==> src/rtl/health_alarm_scheduler.sv <==
// health_alarm_scheduler: sample strobe, per-channel debounce and round-robin alarm presentation.
// Define ALARM_ESCALATE_EN to add the unacknowledged-alarm escalate timer.
module health_alarm_scheduler #(
  parameter int SAMPLE_PERIOD = 16,
  parameter int DEBOUNCE = 3
`ifdef ALARM_ESCALATE_EN
  , parameter int ESC_TIMEOUT = 64
`endif
) (
  input  logic       clk,
  input  logic       rst_n,
  input  logic       presureAbnormality,
  input  logic       bloodAbnormality,
  input  logic       fallDetected,
  input  logic       temperatureAbnormality,
  input  logic [3:0] alarm_mask,
  input  logic       alarm_ready,
  output logic       sample_en,
  output logic       alarm_valid,
  output logic [1:0] alarm_id,
  output logic [3:0] pending_vec,
  output logic       escalate
);
  localparam int SW = $clog2(SAMPLE_PERIOD);
  localparam int DW = $clog2(DEBOUNCE + 1);
  typedef enum logic [1:0] {IDLE, ARB, PRESENT} state_t;
  state_t state, stateNext;
  logic [SW-1:0] smpCnt;
  logic [3:0][DW-1:0] dbCnt;
  logic [3:0] flags, armed, hold, qualify, pendingNext;
  logic [1:0] rr, sel;
  logic handshake;
  assign flags = {temperatureAbnormality, fallDetected, bloodAbnormality, presureAbnormality};
  assign sample_en = smpCnt == SW'(SAMPLE_PERIOD - 1);
  assign alarm_valid = state == PRESENT;
  assign handshake = alarm_valid && alarm_ready;
  always_ff @(posedge clk or negedge rst_n)
    if (!rst_n) smpCnt <= '0;
    else smpCnt <= sample_en ? '0 : smpCnt + SW'(1);
  // hold protects the channel being selected or presented from a mask-driven clear
  always_comb begin
    sel = rr;
    for (int k = 3; k >= 0; k--)
      if (pending_vec[rr + 2'(k)]) sel = rr + 2'(k);
    for (int i = 0; i < 4; i++) begin
      hold[i] = (state == PRESENT && alarm_id == 2'(i)) || (state == ARB && sel == 2'(i));
      qualify[i] = sample_en && !alarm_mask[i] && flags[i] && armed[i] && dbCnt[i] == DW'(DEBOUNCE - 1);
      pendingNext[i] = qualify[i] || (pending_vec[i] && !(alarm_mask[i] && !hold[i])
                       && !(handshake && alarm_id == 2'(i)));
    end
  end
  always_ff @(posedge clk or negedge rst_n)
    if (!rst_n) begin
      dbCnt <= '0;
      armed <= '1;
      pending_vec <= '0;
    end else begin
      pending_vec <= pendingNext;
      for (int i = 0; i < 4; i++)
        if (alarm_mask[i]) dbCnt[i] <= '0;
        else if (sample_en) begin
          dbCnt[i] <= !flags[i] ? '0 : dbCnt[i] == DW'(DEBOUNCE) ? dbCnt[i] : dbCnt[i] + DW'(1);
          armed[i] <= flags[i] ? armed[i] && !qualify[i] : 1'b1;
        end
    end
  always_comb
    stateNext = state == IDLE ? (|pending_vec ? ARB : IDLE)
              : state == ARB  ? (|pending_vec ? PRESENT : IDLE)
              : (handshake ? IDLE : PRESENT);
  always_ff @(posedge clk or negedge rst_n)
    if (!rst_n) begin
      state <= IDLE;
      alarm_id <= '0;
      rr <= '0;
    end else begin
      state <= stateNext;
      if (state == ARB) alarm_id <= sel;
      if (handshake) rr <= alarm_id + 2'd1;
    end
`ifdef ALARM_ESCALATE_EN
  localparam int EW = $clog2(ESC_TIMEOUT + 1);
  logic [EW-1:0] waitCnt;
  always_ff @(posedge clk or negedge rst_n)
    if (!rst_n) waitCnt <= '0;
    else if (handshake) waitCnt <= '0;
    else if (alarm_valid && waitCnt != EW'(ESC_TIMEOUT)) waitCnt <= waitCnt + EW'(1);
  assign escalate = waitCnt == EW'(ESC_TIMEOUT);
`else
  assign escalate = 1'b0;
`endif
endmodule
==> config.mk <==
export PLATFORM = sky130hd
export DESIGN_NAME = health_alarm_scheduler
export DESIGN_NICKNAME = d
export VERILOG_FILES = /design/src/rtl/health_alarm_scheduler.sv
export SDC_FILE = /design/constraint.sdc
export NUM_CORES = 1
export LEC_CHECK = 0
export ABC_AREA = 1
export BUFFER_PORTS_ARGS = -buffer_cell sky130_fd_sc_hd__clkbuf_2
export CAP_MARGIN = 5
export CORE_UTILIZATION = 37
export DETAILED_ROUTE_END_ITERATION = 10
export PLACE_DENSITY_LB_ADDON = 0.08
export SETUP_SLACK_MARGIN = 0.02
export SYNTH_ARGS = -nofsm -noshare
export SYNTH_HDL_FRONTEND = slang
export SYNTH_SLANG_ARGS = --single-unit
==> constraint.sdc <==
create_clock -name clk -period 1.55 [get_ports clk]
set_clock_uncertainty 0.2 [all_clocks]
set_input_delay 0.3875 -clock clk [delete_from_list [all_inputs] [get_ports clk]]
set_output_delay 0.3875 -clock clk [all_outputs]
set_load 0.05 [all_outputs]
# After elaboration in Yosys (flattened, before gate mapping)
# Cells that the tools add are included.
[word_totals] reg_bits=26 input_bits=11 out_inout_bits=9 wordCells=178
[op_classes] addsub=9 order_cmp=4 eq_ne=21 n_mux=38 n_bitwise=4 reduce_logical=89
[ops] cell="$mux 2" n=24
[ops] cell="$logic_and 1x1->1" n=45
[ops] cell="$eq 2x2->1 const B" n=13
[ops] cell="$logic_not 1->1" n=20
[ops] cell="$reduce_and 2->1" n=8
[ops] cell="$add 2x1->2 const B" n=6
[ops] cell="$lt 2x3->1 const B" n=4
[ops] cell="$ne 3x3->1 const B" n=4
[ops] cell="$mux 1" n=9
[ops] cell="$bmux 1 s2" n=4
[ops] cell="$logic_or 1x1->1" n=8
[ops] cell="$reduce_bool 2->1" n=4
[ops] cell="$eq 2x1->1 const B" n=3
[ops] cell="$logic_not 2->1" n=3
[ops] cell="$add 2x2->2 const B" n=2
[ops] cell="$add 4x1->4 const B" n=1
[ops] cell="$eq 4x4->1 const B" n=1
[ops] cell="$mux 4" n=1
[ops] cell="$not 1->1" n=4
[ops] cell="$reduce_or 4->1" n=1

# Longest topological paths before layout
# Gate-level depths: netlist of run 1.
[depth] ltp_word=16 mapped_depth=15 mapped_depth_nobuf=14

# Least setup slack after synthesis of run 1
# Ideal clock, no wire load.
[synth_path] kind="reg2reg" startpoint="register state[0]" endpoint="register pending_vec[2]" setup_ps=117 t_arrival_ps=1764 t_required_ps=1233 slack_ps=-531 path_stages_with_launch=7 n_path_buf=0 synth_period_minus_slack_ps=2081 cell_sequence="dfrtp_1 > nor2_1 > nand2_1 > o21ai_0 > inv_1 > nand2_1 > nand2_1"
[synth_via] elab_chain_len=9 word_cells_on_any_way=14 classes_between="2 x eq/ne; 12 x reduce/logical"
[synth_rtl] element="from (decl)" line_no="27" text="state_t state, stateNext;"
[synth_rtl] element="from (signal assigned)" line_no="76" text="state <= stateNext;"
[synth_rtl] element="$eq 2x2->1 *" line_no="35" text="assign alarm_valid = state == PRESENT;"
[synth_rtl] element="named net alarm_valid" line_no="19" text="output logic alarm_valid,"
[synth_rtl] element="$logic_and 1x1->1" line_no="46" text="hold[i] = (state == PRESENT && alarm_id == 2'(i)) || (state == ARB && sel == 2'(i));"
[synth_rtl] element="$logic_or 1x1->1" line_no="46"
[synth_rtl] element="$logic_not 1->1" line_no="48" text="pendingNext[i] = qualify[i] || (pending_vec[i] && !(alarm_mask[i] && !hold[i])"
[synth_rtl] element="$logic_and 1x1->1" line_no="48"
[synth_rtl] element="$logic_not 1->1" line_no="48"
[synth_rtl] element="$logic_and 1x1->1" line_no="48"
[synth_rtl] element="$logic_and 1x1->1 *" line_no="49" text="&& !(handshake && alarm_id == 2'(i)));"
[synth_rtl] element="$logic_or 1x1->1 *" line_no="48"
[synth_rtl] element="named net pendingNext[2]" line_no="30" text="logic [3:0] flags, armed, hold, qualify, pendingNext;"
[synth_rtl] element="to (signal assigned)" line_no="58" text="pending_vec <= pendingNext;"
[synth_rtl] element="to (decl)" line_no="21" text="output logic [3:0] pending_vec,"
# Mark *: on every way through the listed nets, which the timed path passes. The rest lies on a longest branch.
# A chain may end at the register's enable or synchronous reset.

# Final worst setup path of run 1
[layout_path] startpoint="register smpCnt[1]" endpoint="output sample_en"
[layout_via] elab_chain_len=1
[layout_rtl] element="from (decl)" line_no="28" text="logic [SW-1:0] smpCnt;"
[layout_rtl] element="from (signal assigned)" line_no="39" text="else smpCnt <= sample_en ? '0 : smpCnt + SW'(1);"
[layout_rtl] element="$eq 4x4->1" line_no="34" text="assign sample_en = smpCnt == SW'(SAMPLE_PERIOD - 1);"
[layout_rtl] element="to (decl)" line_no="18" text="output logic sample_en,"
# No other way between the ends.

==> metrics.csv, run 1 <==
metric;value;unit
Vias;1512;
first-pass GRT wire length;6.06;mm
H-tree Lvls;1;
CTS Buf Count;3;
Pleak;1.26;nW
max-cap violations;0;
Synth Area in Compound Gates;0.127;
fraction of layout cells with a size suffix above 1;0.418;
final cycle utilization of the critical path;1.18;
post-route ant nets;0;
FFs w/ async S/R, synth;1.00;
fill count;377;
pin count of the biggest net entering global routing;27;
EDFF count, synth;0;
final setup violation count;21;
CTS tree;built;
die area;4750;um2
failing checks;setup timing;
Post-Synth Adder-Cell Area;0.0983;
#FFs+latches synth;26;
clk sink count;26;
setup TNS;-2.27;ns
Gate Count Post-Synth;220;
WL per Instance;12.0;um
fin worst setup slack;-0.277;ns
Syn Area/Cell;7.52;um2
Hold Crit Class;primary input to flip-flop;
initial DRC count;61;
Yosys cell types;27;
Post-Synth Simple-Gate Area;0.251;
VDD IR max;0.461;mV
FP Rows;23;
Post-Syn Area;1660;um2
worst hold slack;0.117;ns
total grt overflow;0;
Die H;68.9;um
worst skew pair latency;0.28;ns
initial antenna violation count;0;
RSZ-0062 raised after global routing;true;
vias in the first global route;1363;
pwr/cell area;868;nW/um2
Overall Global Routing Usage;0.175;
# port buffers;18;
core area;4140;um2
TritonRoute pass-1 iters;4;
Starting Density;0.399;
Final Hold Fails;0;
Net Count, Synth;244;
most common flop cell mapped by yosys;dfrtp_1;
outcome;complete, but fails checks;
Final min period;1.83;ns
Final Cell Area;2470;um2
max frequency;547;MHz
CP endpoint kind;output pin;
Final #Nets;298;
Die X-Extent;68.9;um
vias per cell;4.68;
worst-path fanout max;2;
xor/xnor cell area share of the yosys netlist;0.00529;
DPL Wire Length;2.62;mm
dpl cell area;1990;um2
diode count;0;
worst endpoint required time;0.96;ns
CP Launch Type;flip-flop;
final wirelength;3.89;mm
main combinational cell family by area after synthesis;simple AND/OR/NAND/NOR gates;
Residual DRC;0;
CP arrival;1.24;ns
Setup CP Type;flip-flop to output pin;
mux cell area share after synthesis;0.00680;
fin. max-slew vios;0;
routability congestion estimate;0.783;
Seq/Total Area, Yosys;0.396;
Clock Path Buffers;2;
CTS clk-pin slew, worst paths;0.10;ns
root buffer cell;clkbuf_8;
Area growth, synth to finish;49.2;%
synth warn;0;
# IOs;20;
==> through the flow <==
step | utilization | power, mW | worst slack (ns) | instances
final | 0.596 | 2.14 | -0.277 | 323
after global routing | 0.596 | 2.26 | -0.323 | 323
after CTS | 0.563 | 2.04 | -0.288 | 320
after detailed placement | 0.480 | 1.38 | -0.203 | 306
after global placement | 0.480 | 1.39 | -0.193 | 306
after floorplan | - | 1.20 | -0.112 | 220
==> Yosys cell counts (2+ instances only) <==
cell type | number | area (um2)
nand2_1 | 57 | 214
inv_1 | 41 | 154
dfrtp_1 | 22 | 551
o21ai_0 | 22 | 110
nand3_1 | 14 | 70.1
ha_1 | 13 | 163
a21oi_1 | 8 | 40.0
nand2_2 | 8 | 50.1
nor2_1 | 8 | 30.0
dfstp_2 | 4 | 105
a31oi_1 | 3 | 18.8
o31ai_1 | 3 | 22.5
nand4_1 | 2 | 12.5
nor3_1 | 2 | 10.0
==> critical path, stage by stage (launching register included) <==
cell and delay [ns]:
dfrtp_1 0.40, ha_2 0.21, nand3_4 0.07, clkinvlp_4 0.10, clkbuf_16 0.18
==> report_power, final <==
part | leakage, nW | internal, mW | switching, mW
sequential | 0.324 | 0.738 | 0.0643
combinational | 0.900 | 0.316 | 0.452
clock | 0.0357 | 0.346 | 0.228
total | 1.26 | 1.40 | 0.745
==> sequential cells by signal (all words and copies together) (netlist names) <==
name / flops
rr: 2
dbCnt: 8
smpCnt: 4
alarm_id: 2
state: 2
pending_vec: 4
armed: 4
==> cell usage in the layout, fill, tap and decap left out, types with 2 or more instances in the layout <==
cell and instances:
a31oi_1 3, inv_1 38, clkbuf_16 5, nand3_2 5, nand2_2 16, inv_2 3
a21oi_1 5, o31ai_1 2, clkbuf_2 10, nand2_4 7, clkbuf_8 4, nand3_1 9
dfrtp_2 6, buf_4 26, nor2_4 4, ha_1 12, dfstp_2 4, nand2_1 42
dfrtp_1 16, buf_8 2, nor3_1 2, buf_6 6, nor2_1 5, nand4_1 2
o21ai_2 2, a21oi_4 3, o21ai_0 11, o21ai_1 9
==> logic make-up after synthesis <==
logic type               count (synthesis)
AO/OA/AOI/OAI                           38
XOR/XNOR                                 1
adder cells (fa/ha/maj)                 13
buffers and inverters                   45
flip-flops                              26
multiplexers                             1
other                                    1
AND/OR/NAND/NOR                         95
==> final cells by class <==
class,count,area [um2],share of cell area
Tap cell,50,62.6,0.0253
Clock buffer,3,41.3,0.0167
Sequential cell,26,663,0.268
Clock inverter,1,30.0,0.0122
Inverter,43,173,0.0699
Multi-Input combinational cell,149,1010,0.408
Timing Repair Buffer,51,492,0.199
==> worst paths after layout <==
kind                                        startpoint        endpoint  slack [ns]  depth (start not counted)
max in group asynchronous                        rst_n        armed[0]        0.41                          3
worst min register to register                armed[3]        armed[3]        0.30                          2
worst max-delay path                         smpCnt[1]       sample_en       -0.28                          4
worst min-delay path            temperatureAbnormality        armed[3]        0.12                          2
worst max register to register                   rr[0]  pending_vec[0]       -0.21                         14
min in group asynchronous                        rst_n        dbCnt[7]        0.43                          3
==> per-layer routing <==
| metal | part of all wire | global-route usage | wire length [um] |
|---|---|---|---|
| met3 | 0.027 | 0.0247 | 104 |
| met4 | 0.0087 | 0.0383 | 34 |
| met2 | 0.49 | 0.299 | 1890 |
| met5 | 0 | 0 | 0 |
| met1 | 0.48 | 0.232 | 1850 |
==> timing repair <==
item,in CTS,in global routing
setup endpoints to repair,19,28
setup buffers,10,4
endpoints found under the hold margin,22,0
pin swaps,16,9
resized for setup,46,36
hold buffers,1,0
Note: power is estimated with default switching activity, not from simulation.
==> run 2: changes to the inputs <==
--- a/config.mk
+++ b/config.mk
@@ -5,7 +5,6 @@
 export SDC_FILE = /design/constraint.sdc
 export NUM_CORES = 1
 export LEC_CHECK = 0
-export ABC_AREA = 1
 export BUFFER_PORTS_ARGS = -buffer_cell sky130_fd_sc_hd__clkbuf_2
 export CAP_MARGIN = 5
 export CORE_UTILIZATION = 37
==> metrics.csv, run 2 <==
metric;value;unit
Setup CP Type;flip-flop to output pin;
initial DRC count;34;
clk sink count;26;
Seq/Total Area, Yosys;0.442;
Critical Path, Cell by Cell;ha_4 -> nand3_4 -> clkinvlp_4 -> buf_12;
Final #Nets;248;
Total Power;1.22;mW
slowest stage cell, crit path;dfrtp_1;
worst skew pair latency;0.27;ns
max frequency;554;MHz
xor/xnor cell area share of the yosys netlist;0.00591;
RSZ-0062 raised after global routing;true;
fill count;295;
commonest non-fill, non-tap cell in the layout;buf_4;
H-tree Lvls;1;
worst hold slack;0.148;ns
Die H;65.3;um
EDFF count, synth;0;
# port buffers;18;
fin. max-slew vios;0;
CTS tree;built;
failing checks;setup timing;
register area;662;um2
VDD IR max;0.227;mV
FP Rows;22;
#FFs+latches synth;26;
most common cell in the synthesized netlist;dfrtp_1;
core area;3740;um2
Synth area leaders;dfrtp_1 37%, ha_1 11%, dfstp_2 7.1%, nand2_1 5.3%, inv_1 4.1%;
reg-to-reg slack, setup;-0.25;ns
TritonRoute pass-1 iters;4;
Net Count, Synth;185;
dpl cell area;1850;um2
worst hold path cell count;2;
Post-Synth Adder-Cell Area;0.110;
R2R cell count;8;
Post-Synth Simple-Gate Area;0.185;
first-pass GRT wire length;6.64;mm
Final Hold Fails;0;
CP Launch Type;flip-flop;
FFs w/ async S/R, synth;1.00;
Starting Density;0.396;
max incr delay on CP;0.42;ns
Post-synth top cells;22 x dfrtp_1, 21 x nand2_1, 16 x inv_1;
Critical Path Source;smpCnt[0];
Gate Count Post-Synth;161;
max-cap violations;0;
total grt overflow;0;
area occupied by multi-input gates;1050;um2
die area;4260;um2
Hold Crit Class;primary input to flip-flop;
root buffer cell;clkbuf_8;
hold endpoint;armed[1];
leading area contributor after synthesis;dfrtp_1;
Vias;1401;
r2r endpoint;pending_vec[2];
vias per cell;5.17;
final wirelength;4.27;mm
CP arrival;1.22;ns
worst endpoint required time;0.96;ns
most common flop cell mapped by yosys;dfrtp_1;
Overall Global Routing Usage;0.205;
fraction of layout cells with a size suffix above 1;0.493;
CP endpoint kind;output pin;
Final min period;1.80;ns
# IOs;20;
Clock Path Buffers;2;
final std cells w/o fill;271;
diode count;0;
vias in the first global route;1444;
setup TNS;-2.28;ns
Syn Area/Cell;9.21;um2
Residual DRC;0;
Die X-Extent;65.3;um
most frequent cells in the layout;32 x buf_4, 21 x nand2_1, 17 x dfrtp_1;
Pleak;1.12;nW
Synth Area in Compound Gates;0.193;
Synth top area share;0.371;
pin count of the biggest net entering global routing;27;
dpl cells;247;
WL per Instance;15.7;um
synth warn;0;
outcome;complete, but fails checks;
Yosys cell types;39;
main combinational cell family by area after synthesis;compound AO/OA/AOI/OAI gates;
routability congestion estimate;0.811;
Hold Path Origin;bloodAbnormality;
post-route ant nets;0;
initial antenna violation count;0;
FF-to-FF Start;smpCnt[0];
pwr/cell area;488;nW/um2
Reg with most FFs;dbCnt;
mux cell area share after synthesis;0.00675;
final cycle utilization of the critical path;1.16;
Post-Syn Area;1480;um2
final setup violation count;21;
CTS Buf Count;3;
worst-path fanout max;2;
Area growth, synth to finish;68.1;%
Final Cell Area;2490;um2
CTS clk-pin slew, worst paths;0.09;ns
DPL Wire Length;2.59;mm
fin worst setup slack;-0.255;ns
Largest register FFs;8;
run 2: cell count changes after synthesis, moves of 4 or more:
cell and delta:
nor2_1 +6, nand3_1 -10, a22oi_1 +4, nand2_2 -8, o21ai_0 -15, inv_1 -25, nand2_1 -36
run 2: cell families after synthesis:
kind of cell               count (synthesis)
AOI/OAI and AO/OA                         42
xor gates and xnor gates                   1
adders and majority gates                 13
buffers and inverters                     20
DFF                                       26
muxes                                      1
other                                      1
and+or+nand+nor                           57
run 2: what timing repair did:
| action | CTS | global route |
|---|---|---|
| buffers inserted | 10 | 8 |
| cloned | 0 | 1 |
| hold buffers | 1 | 0 |
| gates resized for setup | 48 | 32 |
| pin swaps | 9 | 20 |
| hold endpoints to repair | 22 | 0 |
| endpoints found under the setup margin | 26 | 27 |
run 2: final cells by class:
cell class | instances | area share
clock buffers | 4 | 0.0181
multi-input cells | 115 | 0.421
inverters | 16 | 0.0256
repair buffers | 62 | 0.246
well taps | 48 | 0.0241
flip-flops and latches | 26 | 0.266
run 2: where the power goes:
group	switching, mW	total (mW)	internal (mW)
Clock	0.220	0.404	0.184
Sequential	0.00626	0.694	0.688
Combinational	0.0696	0.118	0.0484
run 2: stage by stage:
stage | setup WS (ns) | util
3_3_place_gp | -0.103 | 0.495
5_1_grt | -0.303 | 0.666
3_5_place_dp | -0.171 | 0.495
6_report | -0.255 | 0.666
2_1_floorplan | -0.177 | -
4_1_cts | -0.247 | 0.595
run 2: worst max path at each step:
| stage | end | slack [ns] | depth (start not counted) |
|---|---|---|---|
| floorplan | pending_vec[2] | -0.18 | 5 |
| global placement | pending_vec[3] | -0.10 | 5 |
| detailed placement | dbCnt[5] | -0.17 | 6 |
| CTS | sample_en | -0.25 | 4 |
| global route | sample_en | -0.30 | 4 |
| finish | sample_en | -0.25 | 4 |
run 2: critical path, delay by kind of cell (launching register included):
| family | cells | cell delay [ns] |
|---|---|---|
| flip-flops | 1 | 0.42 |
| adder cells (fa/ha/maj) | 1 | 0.19 |
| AND/OR/NAND/NOR | 1 | 0.07 |
| buffers and inverters | 2 | 0.27 |
run 2: metal layers:
layer	up-vias	wire (um)	global-route usage
li1	692	-	-
met3	2	97	0.0295
met4	0	23	0.0652
met1	685	1900	0.237
met2	22	2250	0.383
met5	-	0	0
